File: src/rtl/handshake_rr_arbiter.sv
// Round-robin arbiter merging N_REQ valid/ready senders onto one downstream channel,
// with optional burst lock and a registered output slice for full-throughput hand-off.
module handshake_rr_arbiter #(
  parameter int N_REQ = 4,
  parameter int DW    = 8,
  parameter int BURST = 1
) (
  input  logic                     clk,
  input  logic                     reset_n,
  input  logic [N_REQ-1:0]         valid_i,
  input  logic [N_REQ*DW-1:0]      data_i,
  output logic [N_REQ-1:0]         ready_o,
  output logic                     valid_o,
  output logic [DW-1:0]            data_o,
  output logic [$clog2(N_REQ)-1:0] src_o,
  input  logic                     ready_i
);

  localparam int IDW = $clog2(N_REQ);
  localparam int CW  = $clog2(BURST + 1);

  // Index increment modulo N_REQ, so non-power-of-2 requester counts wrap correctly.
  function automatic logic [IDW-1:0] wrap_inc(input logic [IDW-1:0] idx);
    if (idx == IDW'(N_REQ - 1)) return '0;
    return idx + 1'b1;
  endfunction

  function automatic logic [IDW-1:0] rr_pick(input logic [N_REQ-1:0] req,
                                             input logic [IDW-1:0]   start);
    logic [IDW-1:0] idx;
    logic [IDW-1:0] pick;
    logic           found;
    idx   = start;
    pick  = start;
    found = 1'b0;
    for (int i = 0; i < N_REQ; i++) begin
      if (!found && req[idx]) begin
        pick  = idx;
        found = 1'b1;
      end
      idx = wrap_inc(idx);
    end
    return pick;
  endfunction

  logic           valid_p0;
  logic [DW-1:0]  data_p0;
  logic [IDW-1:0] src_p0;
  logic [IDW-1:0] ptr;
  logic [IDW-1:0] owner;
  logic [CW-1:0]  cnt;

  logic           slot_free;
  logic           lock;
  logic [IDW-1:0] sel;
  logic           xfer;
  logic [DW-1:0]  sel_data;

  // Selection and handshake: only the selected requester ever sees ready.
  always_comb begin
    slot_free = ~valid_p0 | ready_i;
    lock      = (cnt != '0) && valid_i[owner];
    sel       = lock ? owner : rr_pick(valid_i, ptr);
    xfer      = slot_free & valid_i[sel];
    sel_data  = data_i[int'(sel)*DW +: DW];
    ready_o      = '0;
    ready_o[sel] = xfer;
  end

  // Output slice plus arbitration state; a held beat stays put until ready_i.
  always_ff @(posedge clk or negedge reset_n) begin
    if (!reset_n) begin
      valid_p0 <= 1'b0;
      data_p0  <= '0;
      src_p0   <= '0;
      ptr      <= '0;
      owner    <= '0;
      cnt      <= '0;
    end else begin
      if (xfer) begin
        valid_p0 <= 1'b1;
        data_p0  <= sel_data;
        src_p0   <= sel;
        ptr      <= wrap_inc(sel);
        if (sel == owner && cnt != '0) begin
          cnt <= (int'(cnt) + 1 == BURST) ? '0 : cnt + 1'b1;
        end else begin
          owner <= sel;
          cnt   <= (BURST == 1) ? '0 : CW'(1);
        end
      end else begin
        if (ready_i) valid_p0 <= 1'b0;
        // Owner went idle: drop the lock so arbitration resumes after it.
        if (slot_free && !valid_i[owner]) cnt <= '0;
      end
    end
  end

  assign valid_o = valid_p0;
  assign data_o  = data_p0;
  assign src_o   = src_p0;

endmodule

File: config.mk
export PLATFORM = sky130hd
export DESIGN_NAME = handshake_rr_arbiter
export DESIGN_NICKNAME = d
export VERILOG_FILES = /design/src/rtl/handshake_rr_arbiter.sv
export SDC_FILE = /design/constraint.sdc
export NUM_CORES = 1
export LEC_CHECK = 0
export CORE_AREA = 5 5 46 77
export DETAILED_ROUTE_END_ITERATION = 6
export DIE_AREA = 0 0 51 82
export GPL_ROUTABILITY_DRIVEN = 0
export PLACE_DENSITY = 0.81
export SYNTH_ARGS = -nofsm -noshare
export SYNTH_HDL_FRONTEND = slang
export SYNTH_SLANG_ARGS = --single-unit
File: constraint.sdc
create_clock -name clk -period 5.7 [get_ports clk]
set_input_delay 1.14 -clock clk [delete_from_list [all_inputs] [get_ports clk]]
set_output_delay 1.14 -clock clk [all_outputs]
set_load 0.01 [all_outputs]
# After elaboration in Yosys (flattened, before gate mapping)
# Cells that the tools add are included.
[op_classes]
mux = 40
n_addsub = 6
reduce_logical = 14
n_bitwise = 5
eq_ne = 6
order_cmp = 7
n_shift = 1
[op_table]
columns = ["op", "count"]
rows = [
  ["indexed part select 32 x 6 -> 8 bit", 1],
  ["two-way mux 2 bit", 12],
  ["two-way mux 1 bit", 21],
  ["< comparator 2 x 3 -> 1 bit (second input constant)", 6],
  ["binary-select mux 1 bit (select 2 bit)", 6],
  ["adder 2 x 1 -> 2 bit (second input constant)", 4],
  ["== test 2 bit (second input constant)", 4],
  ["logical AND 1 bit", 7],
  ["AND 4 bit", 1],
  ["logical NOT 1 bit", 4],
  ["nonzero test 2 bit", 2],
  ["adder 1 x 1 -> 2 bit (second input constant)", 1],
  ["demux 1 bit (select 2 bit)", 1],
  ["== test 2 x 1 -> 1 bit (second input constant)", 1],
  ["== test 2 bit", 1],
  [">= comparator 2 x 1 -> 1 bit (second input constant)", 1],
  ["NOT 1 bit", 2],
  ["AND reduction 2 bit", 1],
  ["adder 1 bit (second input constant)", 1],
  ["AND 1 bit", 1],
  ["OR 1 bit", 1],
]
[word_totals]
out_inout_bits = 15
reg_bits = 16
elab_cells = 85
in_bits = 39

# Longest topological paths before layout
# Gate-level depths: netlist (run 1).
[depth]
ltp_word = 19
mapped_depth = 12
depth_no_buf = 10

# Worst setup path after synthesis (run 1)
# OpenSTA, ideal clock, no wires.
[synth_path]
path_kind = "input-to-output"
start = "input valid_i[1]"
end = "output ready_o[0]"
arrival_time_ns = 3.075
path_buffers = 2
setup_slack_ns = 1.485
required_ns = 4.560
path_stages = 10
path_cell_list = "buf_6 -> or4b_1 -> o311ai_1 -> o311ai_1 -> mux2_2 -> o21ai_0 -> a21oi_1 -> nor2_4 -> buf_12 -> nor2_1"
[synth_via]
elab_chain_len = 18
elab_cells_between_ends = 33
classes_between = "order compare: 2; mux: 21; bitwise: 2; reduce/logical: 8"
[synth_lines]
columns = ["element", "line", "text"]
rows = [
  ["start: declaration", "10", "input logic [N_REQ-1:0] valid_i,"],
  ["binary-select mux 1 bit (select 2 bit)", "37", "if (!found && req[idx]) begin"],
  ["two-way mux 1 bit (implied by the code)", "37", ""],
  ["two-way mux 1 bit", "37", ""],
  ["logical NOT 1 bit", "37", ""],
  ["logical AND 1 bit", "37", ""],
  ["two-way mux 1 bit", "37", ""],
  ["logical NOT 1 bit", "37", ""],
  ["logical AND 1 bit", "37", ""],
  ["(+2 left out)", "n/a", ""],
  ["logical AND 1 bit", "37", ""],
  ["two-way mux 2 bit", "37", ""],
  ["two-way mux 2 bit", "63", "sel = lock ? owner : rr_pick(valid_i, ptr);"],
  ["< comparator 2 x 3 -> 1 bit (implied by the code) or >= comparator 2 x 1 -> 1 bit (tied branches)", "67", "ready_o[sel] = xfer;"],
  ["logical AND 1 bit (implied by the code)", "67", ""],
  ["two-way mux 1 bit (implied by the code)", "67", ""],
  ["demux 1 bit (select 2 bit)", "67", ""],
  ["AND 4 bit (no source line) *", "n/a", ""],
  ["end: declaration", "12", "output logic [N_REQ-1:0] ready_o,"],
]
# Every way passes the cells marked *; elsewhere a longest branch is shown, timed or not. The select of a mux whose other input is x is not followed.

# Final worst setup path (run 1)
[layout_path]
start = "input valid_i[3]"
end = "output ready_o[1]"
# The elaborated chain is that of the path after synthesis.

==> results of run 1 <==
layer usage:
metal / wire length, um / part of all wire (%) / up-vias
met5: 0 / 0 / -
met1: 1120 / 35 / 516
met4: 53 / 1.7 / 0
li1: - / - / 518
met3: 277 / 8.6 / 4
met2: 1750 / 55 / 62
area by class of cell:
class                   instances  share of cell area (%)
clock buffers                   4                    2.53
inverters                       7                    1.48
multi-input cells              84                    44.7
flip-flops and latches         13                    18.3
well taps                      28                    1.97
repair buffers                 56                    31.1
path summary, 6_finish.rpt:
path,slack [ns],startpoint,to
max,0.39,valid_i[3],ready_o[1]
min,0.51,data_o[7],data_o[7]
max reg2reg,2.27,ptr[0],src_o[1]
min reg2reg,0.51,data_o[7],data_o[7]
max in group asynchronous,4.02,reset_n,src_o[0]
min in group asynchronous,1.28,reset_n,ptr[0]
cell families (layout without fill, tap and decap cells):
family	after synthesis	in the layout
flip-flops	13	13
AO/OA/AOI/OAI	21	21
adder cells (fa/ha/maj)	5	5
AND/OR/NAND/NOR	35	35
buffers and inverters	15	67
multiplexers	23	23
worst max-delay path: stages:
cell             delay, ns
clkdlybuf4s50_1       0.66
or4b_1                0.48
o311ai_1              0.11
o311ai_1              0.21
mux2i_1               0.27
nand3_1               0.16
a21oi_1               0.35
nor2_4                0.13
nor2_1                0.12
clkdlybuf4s50_1       0.56
state kept, by name, summed over array words and instances (netlist names):
register and count:
data_o 8, ptr 2, src_o 2, valid_o 1
synthesized netlist by cell type, types with 3 or more instances:
library cell,count
dfrtp_1,13
nor2_1,10
mux4_2,8
inv_1,7
mux2_2,7
buf_2,6
mux2_4,6
nand2_1,6
ha_1,5
a21oi_1,4
nand2b_1,4
a21o_1,3
nand3_1,3
through the flow:
step / util [%] / hold slack [ns] / total power [mW]
finish: 61.5 / 0.513 / 1.29
global route: 61.5 / 0.527 / 1.40
CTS: 61.5 / 0.514 / 1.31
detailed placement: 59.9 / 0.497 / 1.22
global placement: 59.9 / 0.488 / 1.18
floorplan: - / 0.535 / 0.950
power by group:
group | internal [mW] | switching, mW | total [mW]
combinational | 0.558 | 0.462 | 1.02
sequential | 0.149 | 0.0411 | 0.190
clock | 0.0494 | 0.0337 | 0.0831
==> flow_metrics.env, run 1 <==
export IMPL_grt_max_degree=14
export IMPL_seqCellArea_um2=325
export IMPL_use_met2_pct=32.4
export IMPL_fin_tns_setup_ns=0
export IMPL_arrival_ns=4.17
export IMPL_core_um2=2900
export IMPL_setup_slack_ns=0.387
export IMPL_placed_area_um2=1730
export IMPL_synthSimpleGateAreaFrac_pct=15.8
export IMPL_post_route_drc_count=0
export IMPL_clock_sinks=13
export IMPL_synth_area_per_cell_um2=10.8
export IMPL_synth_edf_count=0
export IMPL_finalMaxSlewViolations=0
export IMPL_ctsResizeCount=0
export IMPL_drt_pass1_iter_count=4
export IMPL_yosysTopAreaCell="dfrtp_1"
export IMPL_yosysWarnings=0
export IMPL_yosysTopAreaCellShare_pct=26.9
export IMPL_dp_cells=188
export IMPL_synth_seq_cells=13
export IMPL_drtAntennaViolNets=0
export IMPL_htreeDepth=1
export IMPL_synth_top_family_by_area="multiplexers"
export IMPL_async_flop_share_pct=100
export IMPL_die_w_um=51
export IMPL_area_growth_syn_to_layout_pct=47.4
export IMPL_grt_pass1_vias=1189
export IMPL_grtUsageTotal_pct=16.2
export IMPL_met1_usage_pct=14.9
export IMPL_syn_nets=156
export IMPL_setup_viol=0
export IMPL_cts_clk_slew_worst_paths_ns=0.05
export IMPL_antenna_cells=0
export IMPL_synth_compound_area_share_pct=13.3
export IMPL_vias=1100
export IMPL_ys_types=37
export IMPL_layout_nets=209
export IMPL_fin_area_um2=1780
export IMPL_drive_gt1_share_pct=20.1
export IMPL_wirelength_mm=3.21
export IMPL_syn_area_um2=1210
export IMPL_period_share_pct=93.2
export IMPL_outcome="complete, no violations"
export IMPL_detail_route_wl_per_cell_um=16.7
export IMPL_slew_headroom_pct=59.0
export IMPL_min_path_cells=1
export IMPL_p_per_area_nw_per_um2=727
export IMPL_critPathRequiredTime_ns=4.56
export IMPL_final_common_cell="clkdlybuf4s50_1"
export IMPL_synth_mux_area_share_pct=31.6
export IMPL_critical_path_class="primary input to output port"
export IMPL_start_kind="primary input"
export IMPL_cts_buffers=3
export IMPL_irDropWorstVdd_v=0.000407
export IMPL_grt_antenna_before_repair=0
export IMPL_post_cts_buffers=0
export IMPL_period_needed_ns=5.31
export IMPL_dp_slack_ns=0.413
export IMPL_grt_util_met3_pct=3.99
export IMPL_path_max_fanout=10
export IMPL_die_h_um=82
export IMPL_fin_skew_ns=0.00389
export IMPL_tightest_slew_ns=0.614
export IMPL_cts_tree="yes"
export IMPL_clockBufferDepth=2
export IMPL_dieArea_um2=4180
export IMPL_synthCells=112
export IMPL_final_hold_viol_count=0
export IMPL_endpoint_kind="output port"
export IMPL_synth_area_leaders="dfrtp_1 (27%), mux4_2 (15%), mux2_4 (7.5%)"
export IMPL_fmax_ghz=0.188
export IMPL_hold_buffers=0
export IMPL_multi_input_area_um2=795
export IMPL_worstSkewPairLatency_ns=0.24
export IMPL_p_leak_nw=0.741
export IMPL_hold_class="flop to flop"
export IMPL_synth_xor_area_share_pct=0
export IMPL_rows=26
export IMPL_pin_count=54
export IMPL_vias_per_cell=5.73
export IMPL_root_buffer="clkbuf_8"
export IMPL_synth_ff_type="dfrtp_1"
export IMPL_ys_seq_area_share_pct=26.9
export IMPL_rsz0062_at_grt="no"
export IMPL_grt_busiest_layer="met2"
export IMPL_grt_pass1_wl_mm=5.15
export IMPL_dp_final_hpwl_mm=2.74
export IMPL_numPortBuffers=53
export IMPL_initial_core_util_pct=41.7
export IMPL_fill_cells=231
export IMPL_synthAdderAreaFrac_pct=5.18
export IMPL_r2r_cells=10
export IMPL_maxCapViolations=0
export IMPL_mostFrequentLayoutCells="clkdlybuf4s50_1 (53), dfrtp_1 (13), nor2_1 (10)"
export IMPL_first_iter_violations=11
export IMPL_overflow=0
export IMPL_final_cells=192
(Power assumes the default switching activity.)
==> inputs of run 2 (changes only) <==
--- a/config.mk
+++ b/config.mk
@@ -5,11 +5,11 @@
 export SDC_FILE = /design/constraint.sdc
 export NUM_CORES = 1
 export LEC_CHECK = 0
-export CORE_AREA = 5 5 46 77
+export CORE_AREA = 5 5 47 79
 export DETAILED_ROUTE_END_ITERATION = 6
-export DIE_AREA = 0 0 51 82
+export DIE_AREA = 0 0 52 84
 export GPL_ROUTABILITY_DRIVEN = 0
-export PLACE_DENSITY = 0.81
+export PLACE_DENSITY = 0.77
 export SYNTH_ARGS = -nofsm -noshare
 export SYNTH_HDL_FRONTEND = slang
 export SYNTH_SLANG_ARGS = --single-unit
==> constraint.sdc (replaced) <==
create_clock -name clk -period 5 [get_ports clk]
set_input_delay 1 -clock clk [delete_from_list [all_inputs] [get_ports clk]]
set_output_delay 1 -clock clk [all_outputs]
set_load 0.01 [all_outputs]
==> run 2 against run 1 <==
  * Sequential power grew 16%
  * Setup slack got worse by 0.21 ns
  * Core utilization shrank 0.77 points
  * Cell area up 4.9%
  * Count of clock-buffer cells in the layout did not move
  * Hold slack worse by 0.0020 ns
  * Die area increased by 4.4%
  * Global-route usage rose by 1.2 points
  * Largest power group unchanged
  * Sequential share of layout area down 0.85 points
  * Clock skew is 0.00084 ns higher
  * Register-to-register slack worse by 0.63 ns
  * Non-clock buffer count rose by 5
==> flow_metrics.env, run 2 (synthesized netlist as in run 1, its figures left out) <==
export IMPL_outcome="complete, no violations"
export IMPL_crit_slowest_cell="or4b_1"
export IMPL_wirelength_mm=3.54
export IMPL_period_needed_ns=4.83
export IMPL_grt_antenna_before_repair=0
export IMPL_maxCapViolations=0
export IMPL_cp_cell_sequence="clkdlybuf4s50_1 > or4b_1 > o311ai_2 > o311ai_2 > mux2i_2 > a21oi_1 > nor3_2 > nor2_4 > nor2_1 > clkdlybuf4s50_1"
export IMPL_met1_usage_pct=15.7
export IMPL_detail_route_wl_per_cell_um=16.7
export IMPL_tightest_slew_ns=0.640
export IMPL_start_kind="primary input"
export IMPL_die_w_um=52
export IMPL_combPwrFrac_pct=79.4
export IMPL_fill_cells=250
export IMPL_p_int_mw=0.897
export IMPL_area_growth_syn_to_layout_pct=54.5
export IMPL_endpoint_kind="output port"
export IMPL_period_share_pct=96.5
export IMPL_die_h_um=84
export IMPL_fmax_ghz=0.207
export IMPL_finalMaxSlewViolations=0
export IMPL_pin_count=54
export IMPL_p_switching_mw=0.648
export IMPL_multi_input_area_um2=820
export IMPL_grt_util_met3_pct=5.72
export IMPL_post_cts_buffers=0
export IMPL_layout_nets=214
export IMPL_final_hold_viol_count=0
export IMPL_grt_pass1_wl_mm=5.73
export IMPL_final_common_cell="clkdlybuf4s50_1"
export IMPL_seqCellArea_um2=325
export IMPL_dp_cells=208
export IMPL_drive_gt1_share_pct=25.4
export IMPL_antenna_cells=0
export IMPL_fin_area_um2=1870
export IMPL_clockBufferDepth=2
export IMPL_grt_pass1_vias=1309
export IMPL_cp_num_buf_inv=2
export IMPL_final_cells=212
export IMPL_p_clk_share_pct=6.3
export IMPL_root_buffer="clkbuf_8"
export IMPL_initial_core_util_pct=39.3
export IMPL_overflow=0
export IMPL_grtUsageTotal_pct=17.4
export IMPL_cts_clk_slew_worst_paths_ns=0.05
export IMPL_critical_path_class="primary input to output port"
export IMPL_fin_tns_setup_ns=0
export IMPL_grt_busiest_layer="met2"
export IMPL_dieArea_um2=4370
export IMPL_irDropWorstVdd_v=0.000461
export IMPL_hold_buffers=0
export IMPL_use_met2_pct=31.0
export IMPL_rows=27
export IMPL_ctsResizeCount=0
export IMPL_path_delay_family="buffers and inverters"
export IMPL_fin_skew_ns=0.00474
export IMPL_slowest_delay_ns=0.57
export IMPL_grt_max_degree=14
export IMPL_share_seq_of_total_power_pct=14.3
export IMPL_rsz0062_at_grt="no"
export IMPL_p_leak_nw=0.778
export IMPL_worstSkewPairLatency_ns=0.25
export IMPL_drtAntennaViolNets=0
export IMPL_hold_class="flop to flop"
export IMPL_path_max_fanout=6
export IMPL_dp_final_hpwl_mm=2.95
export IMPL_post_route_drc_count=0
export IMPL_placed_area_um2=1790
export IMPL_cts_tree="yes"
export IMPL_total_power_mw=1.54
export IMPL_numPortBuffers=53
export IMPL_htreeDepth=1
export IMPL_cts_buffers=3
export IMPL_p_per_area_nw_per_um2=828
export IMPL_mostFrequentLayoutCells="clkdlybuf4s50_1 (51), dfrtp_1 (13), nor2_1 (10)"
export IMPL_switching_share_pct=41.9
export IMPL_core_um2=3070
export IMPL_critPathRequiredTime_ns=4.00
export IMPL_clock_sinks=13
export IMPL_first_iter_violations=20
export IMPL_arrival_ns=3.83
export IMPL_vias_per_cell=5.44
export IMPL_vias=1153
export IMPL_largest_reg_flops=8
export IMPL_setup_viol=0
export IMPL_drt_pass1_iter_count=4
export IMPL_slew_headroom_pct=57.2
run 2: layout make-up:
class,instances,area share [%]
sequential,13,17.4
inverter,7,1.41
timing repair buffer,61,31.9
clock buffer,4,2.41
multi-input combinational,84,43.9
tap,43,2.88
run 2: through the flow:
| stage | setup slack [ns] | hold WS [ns] | utilization [%] |
|---|---|---|---|
| final | 0.175 | 0.511 | 60.7 |
| after global routing | 0.00707 | 0.519 | 60.7 |
| after CTS | 0.0789 | 0.513 | 59.7 |
| after detailed placement | 0.104 | 0.499 | 58.2 |
| after global placement | 0.197 | 0.490 | 58.2 |
| after floorplan | 1.06 | 0.535 | - |
run 2: final timing paths:
kind | from | end | slack (ns) | depth (start not counted)
max in group asynchronous | reset_n | src_o[0] | 3.44 | 1
setup reg to reg | ptr[0] | data_o[1] | 1.64 | 10
hold reg to reg | src_o[1] | src_o[1] | 0.51 | 1
min in group asynchronous | reset_n | valid_o | 1.15 | 1
setup / recovery | valid_i[2] | ready_o[3] | 0.17 | 10
hold / removal | src_o[1] | src_o[1] | 0.51 | 1
run 2: layer usage:
layer	vias up	share of wire, %
li1	532	-
met5	-	0
met3	13	9.8
met2	64	54
met4	0	4.2
met1	544	32
run 2: power groups by stage:
stage	combinational (mW)	clock [mW]	sequential, mW
after floorplan	0.859	0	0.224
after global placement	1.15	0	0.218
after detailed placement	1.20	0	0.221
after CTS	1.21	0.0989	0.220
after global routing	1.32	0.106	0.230
final	1.23	0.0973	0.220
==> inputs of run 3 (changes only) <==
--- a/config.mk
+++ b/config.mk
@@ -9,6 +9,7 @@
 export DETAILED_ROUTE_END_ITERATION = 6
 export DIE_AREA = 0 0 52 84
 export GPL_ROUTABILITY_DRIVEN = 0
+export MAX_ROUTING_LAYER = met4
 export PLACE_DENSITY = 0.77
 export SYNTH_ARGS = -nofsm -noshare
 export SYNTH_HDL_FRONTEND = slang
==> run 3 against run 2 <==
  * Cell area unchanged
  * Critical path depth unchanged
  * Global-route usage increased by 0.57 points
  * Maximum frequency about the same
  * Die area unchanged
  * Flip-flop and latch count unchanged
  * Setup slack got worse by 0.00051 ns
  * Hold slack about the same
  * Core utilization unchanged
  * Critical endpoint unchanged
  * Largest power group unchanged
  * Highest routed layer unchanged
==> flow_metrics.env, run 3 (synthesized netlist as in run 1, its figures left out) <==
export IMPL_slew_headroom_pct=57.6
export IMPL_arrival_ns=3.83
export IMPL_timing_hold_ws_ns=0.511
export IMPL_grt_antenna_before_repair=0
export IMPL_rsz0062_at_grt="no"
export IMPL_hold_buffers=0
export IMPL_grt_pass1_vias=1312
export IMPL_die_h_um=84
export IMPL_outcome="complete, no violations"
export IMPL_p_per_area_nw_per_um2=828
export IMPL_drt_pass1_iter_count=4
export IMPL_core_um2=3070
export IMPL_clockBufferDepth=2
export IMPL_cts_buffers=3
export IMPL_irDropWorstVdd_v=0.000459
export IMPL_worstHoldStart="src_o[1]"
export IMPL_maxCapViolations=0
export IMPL_dp_final_hpwl_mm=2.95
export IMPL_pin_count=54
export IMPL_antenna_cells=0
export IMPL_die_w_um=52
export IMPL_cp_startpoint="valid_i[2]"
export IMPL_mostFrequentLayoutCells="clkdlybuf4s50_1 (51), dfrtp_1 (13), nor2_1 (10)"
export IMPL_final_common_cell="clkdlybuf4s50_1"
export IMPL_overflow=0
export IMPL_crit_slowest_cell="or4b_1"
export IMPL_critPathRequiredTime_ns=4.00
export IMPL_drive_gt1_share_pct=25.4
export IMPL_cts_clk_slew_worst_paths_ns=0.05
export IMPL_initial_core_util_pct=39.3
export IMPL_cts_tree="yes"
export IMPL_p_leak_nw=0.778
export IMPL_root_buffer="clkbuf_8"
export IMPL_htreeDepth=1
export IMPL_critical_path_class="primary input to output port"
export IMPL_endpoint_kind="output port"
export IMPL_slowest_delay_ns=0.57
export IMPL_path_delay_family="buffers and inverters"
export IMPL_final_cells=212
export IMPL_cp_depth=10
export IMPL_fin_skew_ns=0.00403
export IMPL_grt_pass1_wl_mm=5.73
export IMPL_area_growth_syn_to_layout_pct=54.5
export IMPL_vias_per_cell=5.42
export IMPL_cp_num_buf_inv=2
export IMPL_largest_reg_flops=8
export IMPL_drtAntennaViolNets=0
export IMPL_finalMaxSlewViolations=0
export IMPL_tightest_slew_ns=0.634
export IMPL_fin_area_um2=1870
export IMPL_reg2reg_from="ptr[0]"
export IMPL_final_hold_viol_count=0
export IMPL_r2r_end="data_o[1]"
export IMPL_post_route_drc_count=0
export IMPL_detail_route_wl_per_cell_um=16.6
export IMPL_grtUsageTotal_pct=17.9
export IMPL_r2r_cells=10
export IMPL_numPortBuffers=53
export IMPL_period_share_pct=96.5
export IMPL_vias=1150
export IMPL_fmax_ghz=0.207
export IMPL_cp_cell_sequence="clkdlybuf4s50_1 > or4b_1 > o311ai_2 > o311ai_2 > mux2i_2 > a21oi_1 > nor3_2 > nor2_4 > nor2_1 > clkdlybuf4s50_1"
export IMPL_wirelength_mm=3.53
export IMPL_first_iter_violations=36
export IMPL_hold_class="flop to flop"
export IMPL_critical_path_endpoint="ready_o[3]"
export IMPL_clock_sinks=13
export IMPL_fin_tns_setup_ns=0
export IMPL_worstSkewPairLatency_ns=0.25
export IMPL_rows=27
export IMPL_dp_cells=208
export IMPL_dieArea_um2=4370
export IMPL_r2r_setup_slack_ns=1.64
export IMPL_period_needed_ns=4.83
export IMPL_layout_nets=214
export IMPL_path_max_fanout=6
export IMPL_total_power_mw=1.54
export IMPL_fill_cells=250
export IMPL_setup_viol=0
export IMPL_placed_area_um2=1790
export IMPL_grt_max_degree=14
export IMPL_start_kind="primary input"
-- run 3: how the worst min path moves through the flow --
stage | slack (ns) | cells past startpoint | endpoint
2_1_floorplan | 0.54 | 2 | src_o[0]
3_3_place_gp | 0.49 | 1 | data_o[2]
3_5_place_dp | 0.50 | 1 | data_o[2]
4_1_cts | 0.51 | 1 | data_o[7]
5_1_grt | 0.52 | 1 | data_o[7]
6_report | 0.51 | 1 | src_o[1]
-- run 3: timing repair --
action / 4_1_cts / 5_1_grt
setup buffers: 0 / 0
endpoints found under the setup margin: 0 / 4
gates resized for setup: 0 / 7
-- run 3: area by class of cell --
cell class,count,area [um^2],share of cell area (%)
clock buffer,4,45.0,2.41
inverter,7,26.3,1.41
multi-input combinational,84,820,43.9
sequential,13,325,17.4
tap,43,53.8,2.88
timing repair buffer,61,596,31.9
-- run 3: through the flow --
stage               worst slack [ns]  util (%)
floorplan                       1.06         -
global placement               0.197      58.2
detailed placement             0.104      58.2
CTS                           0.0789      59.7
global route                 0.00703      60.7
finish                         0.174      60.7
-- run 3: routing by layer --
layer / global-route usage [%] / vias up / part of all wire, %
met1: 17.5 / 541 / 35
li1: - / 532 / -
met2: 31.2 / 64 / 54
met4: 10.7 / 0 / 4.1
met5: - / - / 0
met3: 3.40 / 13 / 7.5
-- run 3: worst register-to-register path, delay by kind of cell (launching register included) --
family	cells	cell delay [ns]
flops	1	0.50
mux	2	0.67
buf+inv	1	0.20
fa+ha+maj	1	0.46
compound gates	2	0.30
simple gates	4	1.11
-- run 3: report_power, final --
part | switching, mW | internal (mW)
clock network | 0.0404 | 0.0565
logic | 0.557 | 0.671
registers | 0.0505 | 0.170
total | 0.648 | 0.897
